## src/rtl/umtrx_stream_pkg.sv

```systemverilog
// Shared definitions for sys-domain 36-bit VITA word streams:
// field positions, merge FSM encoding and word-field helpers.
package umtrx_stream_pkg;

    localparam int SOF_BIT = 32;
    localparam int EOF_BIT = 33;
    localparam int OCC_LSB = 34;
    localparam int WORD_W  = 36;

    typedef enum logic [1:0] {
        IDLE  = 2'd0,
        PASS  = 2'd1,
        DRAIN = 2'd2
    } mux_state_e;

    function automatic logic is_sof(input logic [WORD_W-1:0] w);
        return w[SOF_BIT];
    endfunction

    function automatic logic is_eof(input logic [WORD_W-1:0] w);
        return w[EOF_BIT];
    endfunction

endpackage

```

## src/rtl/umtrx_stream_skid.sv

```systemverilog
// Two-entry skid buffer with registered data, valid and ready.
// Reusable for any sys-domain valid/ready stream stage.
module umtrx_stream_skid #(
    parameter int WIDTH = 36
) (
    input  logic             i_clk,
    input  logic             i_rst_n,
    input  logic [WIDTH-1:0] i_data,
    input  logic             i_valid,
    output logic             o_ready,
    output logic [WIDTH-1:0] o_data,
    output logic             o_valid,
    input  logic             i_ready
);

    logic [WIDTH-1:0] r_head, r_tail, w_head_n, w_tail_n;
    logic             r_hv, r_tv, w_hv_n, w_tv_n, r_rdy;
    logic             w_push, w_pop;

    assign w_push = i_valid & r_rdy;
    assign w_pop  = r_hv & i_ready;

    always_comb begin
        w_head_n = r_head;
        w_tail_n = r_tail;
        w_hv_n   = r_hv;
        w_tv_n   = r_tv;
        if (w_pop) begin
            if (r_tv) begin
                w_head_n = r_tail;
                w_tv_n   = w_push;
                if (w_push)
                    w_tail_n = i_data;
            end else if (w_push) begin
                w_head_n = i_data;
            end else begin
                w_hv_n = 1'b0;
            end
        end else if (w_push) begin
            if (!r_hv) begin
                w_head_n = i_data;
                w_hv_n   = 1'b1;
            end else begin
                w_tail_n = i_data;
                w_tv_n   = 1'b1;
            end
        end
    end

    // ready is the next-cycle view of count<2, so it is a flop
    always_ff @(posedge i_clk or negedge i_rst_n) begin
        if (!i_rst_n) begin
            r_head <= '0;
            r_tail <= '0;
            r_hv   <= 1'b0;
            r_tv   <= 1'b0;
            r_rdy  <= 1'b0;
        end else begin
            r_head <= w_head_n;
            r_tail <= w_tail_n;
            r_hv   <= w_hv_n;
            r_tv   <= w_tv_n;
            r_rdy  <= ~(w_hv_n & w_tv_n);
        end
    end

    assign o_data  = r_head;
    assign o_valid = r_hv;
    assign o_ready = r_rdy;

endmodule

```

## src/rtl/umtrx_rx_stream_mux.sv

```systemverilog
// Packet-atomic round-robin merge of the DSP0/DSP1 RX streams.
// UMTRX_RX_MUX_STATS_EN adds per-port packet and drop counters.
module umtrx_rx_stream_mux
    import umtrx_stream_pkg::*;
#(
    parameter logic PRIO_RESET    = 1'b0,
    parameter int   MAX_PKT_WORDS = 4096
) (
    input  logic        sys_clk,
    input  logic        sys_rst_n,
    input  logic [35:0] in0_data,
    input  logic        in0_valid,
    output logic        in0_ready,
    input  logic [35:0] in1_data,
    input  logic        in1_valid,
    output logic        in1_ready,
    output logic [35:0] out_data,
    output logic        out_valid,
    input  logic        out_ready,
    output logic        cur_port,
    output logic        trunc_pulse
`ifdef UMTRX_RX_MUX_STATS_EN
    ,
    output logic [31:0] pkt_cnt0,
    output logic [31:0] pkt_cnt1,
    output logic [15:0] drop_cnt
`endif
);

    localparam int CNT_W = $clog2(MAX_PKT_WORDS + 1);
    localparam logic [CNT_W-1:0] LAST_CNT = CNT_W'(MAX_PKT_WORDS - 1);

    mux_state_e        r_state, w_state_n;
    logic              r_cur, w_cur_n, r_last, w_last_n;
    logic              r_trunc, w_trunc;
    logic [CNT_W-1:0]  r_cnt, w_cnt_n;
    logic              w_rdy0, w_rdy1, w_push, w_skid_rdy;
    logic              w_hv, w_c0, w_c1;
    logic [WORD_W-1:0] w_hd, w_push_data;

    assign w_hd = r_cur ? in1_data : in0_data;
    assign w_hv = r_cur ? in1_valid : in0_valid;
    assign w_c0 = in0_valid & is_sof(in0_data);
    assign w_c1 = in1_valid & is_sof(in1_data);

    always_comb begin
        w_state_n   = r_state;
        w_cur_n     = r_cur;
        w_last_n    = r_last;
        w_cnt_n     = r_cnt;
        w_rdy0      = 1'b0;
        w_rdy1      = 1'b0;
        w_push      = 1'b0;
        w_push_data = w_hd;
        w_trunc     = 1'b0;
        unique case (r_state)
            IDLE: begin
                // gated by skid ready so nothing is popped during reset
                w_rdy0 = w_skid_rdy & in0_valid & ~is_sof(in0_data);
                w_rdy1 = w_skid_rdy & in1_valid & ~is_sof(in1_data);
                if (w_c0 & w_c1) begin
                    w_cur_n   = ~r_last;
                    w_state_n = PASS;
                end else if (w_c0) begin
                    w_cur_n   = 1'b0;
                    w_state_n = PASS;
                end else if (w_c1) begin
                    w_cur_n   = 1'b1;
                    w_state_n = PASS;
                end
            end
            PASS: begin
                if (r_cur) w_rdy1 = w_skid_rdy;
                else       w_rdy0 = w_skid_rdy;
                if (w_hv & w_skid_rdy) begin
                    w_push  = 1'b1;
                    w_cnt_n = r_cnt + CNT_W'(1);
                    if (is_eof(w_hd)) begin
                        w_last_n  = r_cur;
                        w_cnt_n   = '0;
                        w_state_n = IDLE;
                    end else if (r_cnt == LAST_CNT) begin
                        w_push_data[EOF_BIT] = 1'b1;
                        w_trunc   = 1'b1;
                        w_last_n  = r_cur;
                        w_cnt_n   = '0;
                        w_state_n = DRAIN;
                    end
                end
            end
            DRAIN: begin
                if (r_cur) w_rdy1 = 1'b1;
                else       w_rdy0 = 1'b1;
                if (w_hv & is_eof(w_hd))
                    w_state_n = IDLE;
            end
            default: w_state_n = IDLE;
        endcase
    end

    always_ff @(posedge sys_clk or negedge sys_rst_n) begin
        if (!sys_rst_n) begin
            r_state <= IDLE;
            r_cur   <= PRIO_RESET;
            r_last  <= ~PRIO_RESET;
            r_cnt   <= '0;
            r_trunc <= 1'b0;
        end else begin
            r_state <= w_state_n;
            r_cur   <= w_cur_n;
            r_last  <= w_last_n;
            r_cnt   <= w_cnt_n;
            r_trunc <= w_trunc;
        end
    end

    umtrx_stream_skid #(.WIDTH(WORD_W)) u_skid (
        .i_clk   (sys_clk),
        .i_rst_n (sys_rst_n),
        .i_data  (w_push_data),
        .i_valid (w_push),
        .o_ready (w_skid_rdy),
        .o_data  (out_data),
        .o_valid (out_valid),
        .i_ready (out_ready)
    );

    assign in0_ready   = w_rdy0;
    assign in1_ready   = w_rdy1;
    assign cur_port    = r_cur;
    assign trunc_pulse = r_trunc;

`ifdef UMTRX_RX_MUX_STATS_EN
    logic [31:0] r_pkt0, r_pkt1;
    logic [15:0] r_drop;
    logic        w_done, w_d0, w_d1, w_dd;

    assign w_done = w_push & is_eof(w_push_data);
    assign w_d0   = (r_state == IDLE) & in0_valid & w_rdy0;
    assign w_d1   = (r_state == IDLE) & in1_valid & w_rdy1;
    assign w_dd   = (r_state == DRAIN) & w_hv;

    always_ff @(posedge sys_clk or negedge sys_rst_n) begin
        if (!sys_rst_n) begin
            r_pkt0 <= '0;
            r_pkt1 <= '0;
            r_drop <= '0;
        end else begin
            r_pkt0 <= r_pkt0 + 32'(w_done & ~r_cur);
            r_pkt1 <= r_pkt1 + 32'(w_done & r_cur);
            r_drop <= r_drop + 16'(w_d0) + 16'(w_d1)
                    + 16'(w_dd);
        end
    end

    assign pkt_cnt0 = r_pkt0;
    assign pkt_cnt1 = r_pkt1;
    assign drop_cnt = r_drop;
`endif

endmodule
```

## config.mk

```make
export PLATFORM = sky130hd
export DESIGN_NAME = umtrx_rx_stream_mux
export DESIGN_NICKNAME = d
export VERILOG_FILES = /design/src/rtl/umtrx_stream_pkg.sv /design/src/rtl/umtrx_stream_skid.sv /design/src/rtl/umtrx_rx_stream_mux.sv
export SDC_FILE = /design/constraint.sdc
export NUM_CORES = 1
export LEC_CHECK = 0
export CAP_MARGIN = 40
export CORE_MARGIN = 4
export CORE_UTILIZATION = 30
export DETAILED_ROUTE_END_ITERATION = 12
export MAX_ROUTING_LAYER = met4
export SLEW_MARGIN = 20
export SYNTH_ARGS = -nofsm -noshare
export SYNTH_HDL_FRONTEND = slang
export SYNTH_SLANG_ARGS = --single-unit
```

## constraint.sdc

```tcl
create_clock -name sys_clk -period 2.1 [get_ports sys_clk]
set_input_delay 0.42 -clock sys_clk [delete_from_list [all_inputs] [get_ports sys_clk]]
set_output_delay 0.42 -clock sys_clk [all_outputs]
set_load 0.03 [all_outputs]
```

; Word-level counts from Yosys, hierarchy flattened
; Cells that the tools add are included.
[totals]
ff_bits = 93
word_cells = 98
in_bits = 77
[classes]
muxes = 49
addsub = 1
n_eq_ne = 10
bitwise = 16
reduce_logical = 12
[ops]
columns = operator, n
row1 = 36-bit two-way mux, 10
row2 = 1-bit two-way mux, 27
row3 = 13-bit two-way mux, 2
row4 = 2-bit two-way mux, 7
row5 = "13-bit by 1-bit adder with 13-bit output, second input constant", 1
row6 = "13-bit by 12-bit equality test with 1-bit output, second input constant", 1
row7 = 1-bit AND, 12
row8 = "2-bit != test, second input constant", 4
row9 = 4-bit AND reduction, 2
row10 = 2-bit nonzero test, 4
row11 = 1-bit one-hot mux with 3 select lines, 2
row12 = 2-bit one-hot mux with 3 select lines, 1
row13 = 3-bit AND reduction, 2
row14 = "4-bit != test, second input constant", 1
row15 = 1-bit NOT, 4
row16 = 2-bit AND reduction, 2
row17 = "3-bit != test, second input constant", 1
row18 = 3-bit nonzero test, 1
row19 = "2-bit by 1-bit equality test with 1-bit output, second input constant", 1
row20 = "2-bit equality test, second input constant", 1
row21 = 2-bit logical NOT, 1
row22 = "2-bit by 1-bit != test with 1-bit output, second input constant", 1

; Logic depth before layout (Yosys ltp)
; Gate-level depths: netlist (run 1).
[depth]
ltp_word = 10
mapped_depth = 7
depth_no_buf = 5

; Cells and area by module
; Synthesis (run 1) repeated with hierarchy kept, for this count alone.
[unflattened]
cells_unflattened = 452
hier_area_um2 = 5084.9
[modules_own_cells]
columns = mod, seq_area_each_um2, area_per_inst_um2, cells_per_inst, n_inst
row1 = umtrx_stream_skid, 1876.8, 3477.1, 293, 1
row2 = umtrx_rx_stream_mux, 451.7, 1607.8, 159, 1

; Least setup slack after synthesis (run 1)
; No wires, ideal clock.
[synth_path]
path_kind = reg-to-output
start = register r_cur, in the netlist cur_port
end = output in1_ready
path_slack_ps = -84
stages_incl_launch_ff = 5
t_arrival_ps = 1764
path_cell_list = dfrtp_1 buf_2 buf_1 a22oi_1 o22ai_1
[synth_between]
elab_chain_len = 2
elab_cells_between_ends = 3
classes_between = mux: 3
[synth_lines]
columns = element, line
row1 = start: declaration, umtrx_rx_stream_mux.sv:34  ; logic r_cur, w_cur_n, r_last, w_last_n;
row2 = start signal: assignment, umtrx_rx_stream_mux.sv:110  ; r_cur <= w_cur_n;
row3 = 1-bit two-way mux (on tied branches), "umtrx_rx_stream_mux.sv:92, umtrx_rx_stream_mux.sv:73"
row4 = 1-bit one-hot mux with 3 select lines (*), umtrx_rx_stream_mux.sv:56  ; unique case (r_state)
row5 = end: declaration, umtrx_rx_stream_mux.sv:16  ; output logic in1_ready,
; Every way passes the cells marked *; elsewhere a longest branch is shown, timed or not.

; Worst setup path after layout (run 1)
[layout_path]
start = register u_skid.r_hv, in the netlist u_skid.o_valid
end = output out_valid
[layout_lines]
columns = element, line
row1 = start: declaration, umtrx_stream_skid.sv:17  ; logic r_hv, r_tv, w_hv_n, w_tv_n, r_rdy;
row2 = start signal: assignment, umtrx_stream_skid.sv:61  ; r_hv <= w_hv_n;
row3 = end: declaration, umtrx_rx_stream_mux.sv:18  ; output logic out_valid,
; No word-level cell between the ends.

==> reports/results.ini, run 1 <==
[run_status]
status = finished, final reports clean

[critical_path]
r2r-start = r_cnt[0]
cp_top_family = buffers and inverters
critPathCaptureType = output port
path_cells = clkdlybuf4s50_1
cp_num_buf_inv = 1
startpoint = u_skid.o_valid
crit_path_top_delay_cell = clkdlybuf4s50_1
crit_fanout = 9
critPathArrivalTime_ps = 1600
critPathKind = flip-flop to output port
startpoint_type = flip-flop
cpPeakStageDelay_ps = 760
cp.required_ps = 1680

[logic_synthesis]
synth_compound_area_frac = 0.127
synth_fa_ha_area_frac = 0.00273
ys_top_cells_by_count = dfrtp_1, nand2_1, o21ai_0
synth-seq-area-share = 0.508
async_flop_share = 1.00
synthCells = 471
synthTopCellsByArea = dfrtp_1, mux2i_1, o21ai_0
synth_most_common_cell = dfrtp_1
synth_top_family_by_area = multiplexers
synth_edf_count = 0
ys_seq_elements = 93
ys.flop_type = dfrtp_1
muxShareOfSynthArea = 0.170
post_synth_instance_area_sq_um = 4590
synth-xor-area-share = 0.00764
avgSynthCellArea_sq_um = 9.74
yosysWarnings = 0
synth_top_area_share = 0.502
syn-num-nets = 549
yosys.area.top_type = dfrtp_1
synth.distinct_cells = 48
yosys.area_share.simple = 0.124

[die]
core_area_sq_um = 14800
top_level_ports = 118
start_util = 0.311
dieArea_sq_um = 17300
die_y_um = 132
die_x_um = 132
fp-row-count = 44

[detailed_routing]
vias_per_cell = 4.70
ant_nets = 0
first_pass_iters = 4
num_vias = 3657
wirelength_um = 11000
post-route-drc-count = 0
drt_iter0_drc = 239
routed_wire_length_per_instance_um = 14.1

[power]
powerDensity_nw_per_um2 = 1480
p_leak_nw = 3.04
irDropWorstVdd_uv = 822

[sta]
fmax_mhz = 496
max-slew-margin-rel = 0.656
fin_tns_setup_ps = 0
slew_violations = 0
worst_slew_pin_slew_ps = 515
finalHoldViolations = 0
fin_crit_sh = 0.961
setup_viol = 0
min_period_ps = 2020
skew_ps = 5.02
rsz0062_at_grt = no
setup_ws_ps = 82.1

[cts]
cts_buffers = 9
clk_latency_ps = 340
post-cts-setup-buffers = 0
cts_hold_buf = 0
cts_sinks = 93
cts_tree = yes
cts-root-buf = clkbuf_16
htreeDepth = 3
clockBufferDepth = 2
ctsResizeCount = 0
clk_pin_slew_ps = 70

[global_route]
grtUsageTotal = 0.132
grt_pass1_wl_um = 18200
grt_start_max_net_pins = 94
gr-total-overflow = 0
grt_pass1_vias = 3615
grt_antenna_before_repair = 0

[place]
dp_slack_ps = 13.6
place_congestion = 0.841
portBuffers = 117
dp.final_hpwl_um = 8120

[finish]
nets = 667
area_growth_pct = 38.3
antenna_cells = 0
multi_input_area_sq_um = 2000
seq_area_sq_um = 2330
drive_above_1_share = 0.0859
fillCellCount = 1409

[hold_path]
hold_class = input port to asynchronous set/reset pin

[flow_run]
maxCapViolations = 0

## layout by cell type (no fill, tap or decap), drive strengths merged, types with 2 or more instances in the layout
master	synthesis	final
a21oi	11	11
or3	5	5
o22ai	3	3
inv	39	41
and4	2	2
clkdlybuf4s50	0	114
clkinv	0	2
clkinvlp	0	2
mux2	4	4
nand2	80	80
a22oi	2	2
mux2i	73	73
nor4	5	5
dfrtp	92	92
o21ai	77	77
xnor2	3	3
nor3	2	2
nand4	5	5
nand2b	4	4
nor2	9	9
buf	9	19
or2	2	2
nand3	6	6
a21o	2	2
a31oi	4	4
clkbuf	17	10
## sequential cells by signal, summed over array words and instances, names as in the netlist
name / flops
cur_port: 1
r_cnt: 13
r_last: 1
r_state: 2
trunc_pulse: 1
u_skid.o_data: 36
u_skid.o_ready: 1
u_skid.o_valid: 1
u_skid.r_tail: 36
u_skid.r_tv: 1
## worst paths after layout
path,slack (ps),endpoint,cells past startpoint
max reg2reg,150,r_last,5
min in group sys_clk,480,u_skid.r_tail[7],2
min,90,u_skid.r_tail[22],2
min reg2reg,480,u_skid.r_tail[7],2
max,80,out_valid,1
max in group asynchronous,1550,cur_port,2
## cell families after synthesis
group | Yosys count
xor gates and xnor gates | 4
muxes | 77
buffers and inverters | 65
adders and majority gates | 1
AOI/OAI and AO/OA | 106
and+or+nand+nor | 125
DFF | 93
## power breakdown
part | internal [mW] | switching [mW]
sequential | 2.59 | 0.487
clock | 0.843 | 0.706
combinational | 2.13 | 2.65
## per-stage QoR
step / cell area [sq um] / std cells / hold WS (ps) / utilization / power [mW]
after CTS: 6340 / 778 / 134 / 0.430 / 9.57
after floorplan: 4590 / 471 / 124 / - / 6.17
final: 6340 / 778 / 92.4 / 0.430 / 9.41
after detailed placement: 6060 / 762 / 465 / 0.411 / 7.99
after global placement: 6060 / 762 / 456 / 0.411 / 7.86
after global routing: 6340 / 778 / 134 / 0.430 / 10.1
## per-layer routing
| metal | track usage | routed length [um] | vias to the layer above | share of wire |
|---|---|---|---|---|
| li1 | - | - | 1849 | - |
| met1 | 0.159 | 4820 | 1688 | 0.44 |
| met2 | 0.216 | 5370 | 106 | 0.49 |
| met3 | 0.0405 | 614 | 14 | 0.056 |
| met4 | 0.0397 | 167 | 0 | 0.015 |
| met5 | - | 0 | - | 0 |
## layout make-up
| cell class | count | share of cell area |
|---|---|---|
| clock inverter | 6 | 0.00730 |
| inverter | 39 | 0.0231 |
| tap | 184 | 0.0363 |
| sequential | 93 | 0.367 |
| clock buffer | 10 | 0.0377 |
| timing repair buffer | 133 | 0.212 |
| multi-input combinational | 313 | 0.316 |
Note: power is estimated with default switching activity, not from simulation.
==> inputs of run 2 (changes only) <==
--- a/config.mk
+++ b/config.mk
@@ -10,6 +10,7 @@
 export CORE_UTILIZATION = 30
 export DETAILED_ROUTE_END_ITERATION = 12
 export MAX_ROUTING_LAYER = met4
+export SKIP_LAST_GASP = 1
 export SLEW_MARGIN = 20
 export SYNTH_ARGS = -nofsm -noshare
 export SYNTH_HDL_FRONTEND = slang
==> results of run 2 <==
Final layout, timing and power as in run 1 (identical DEF).
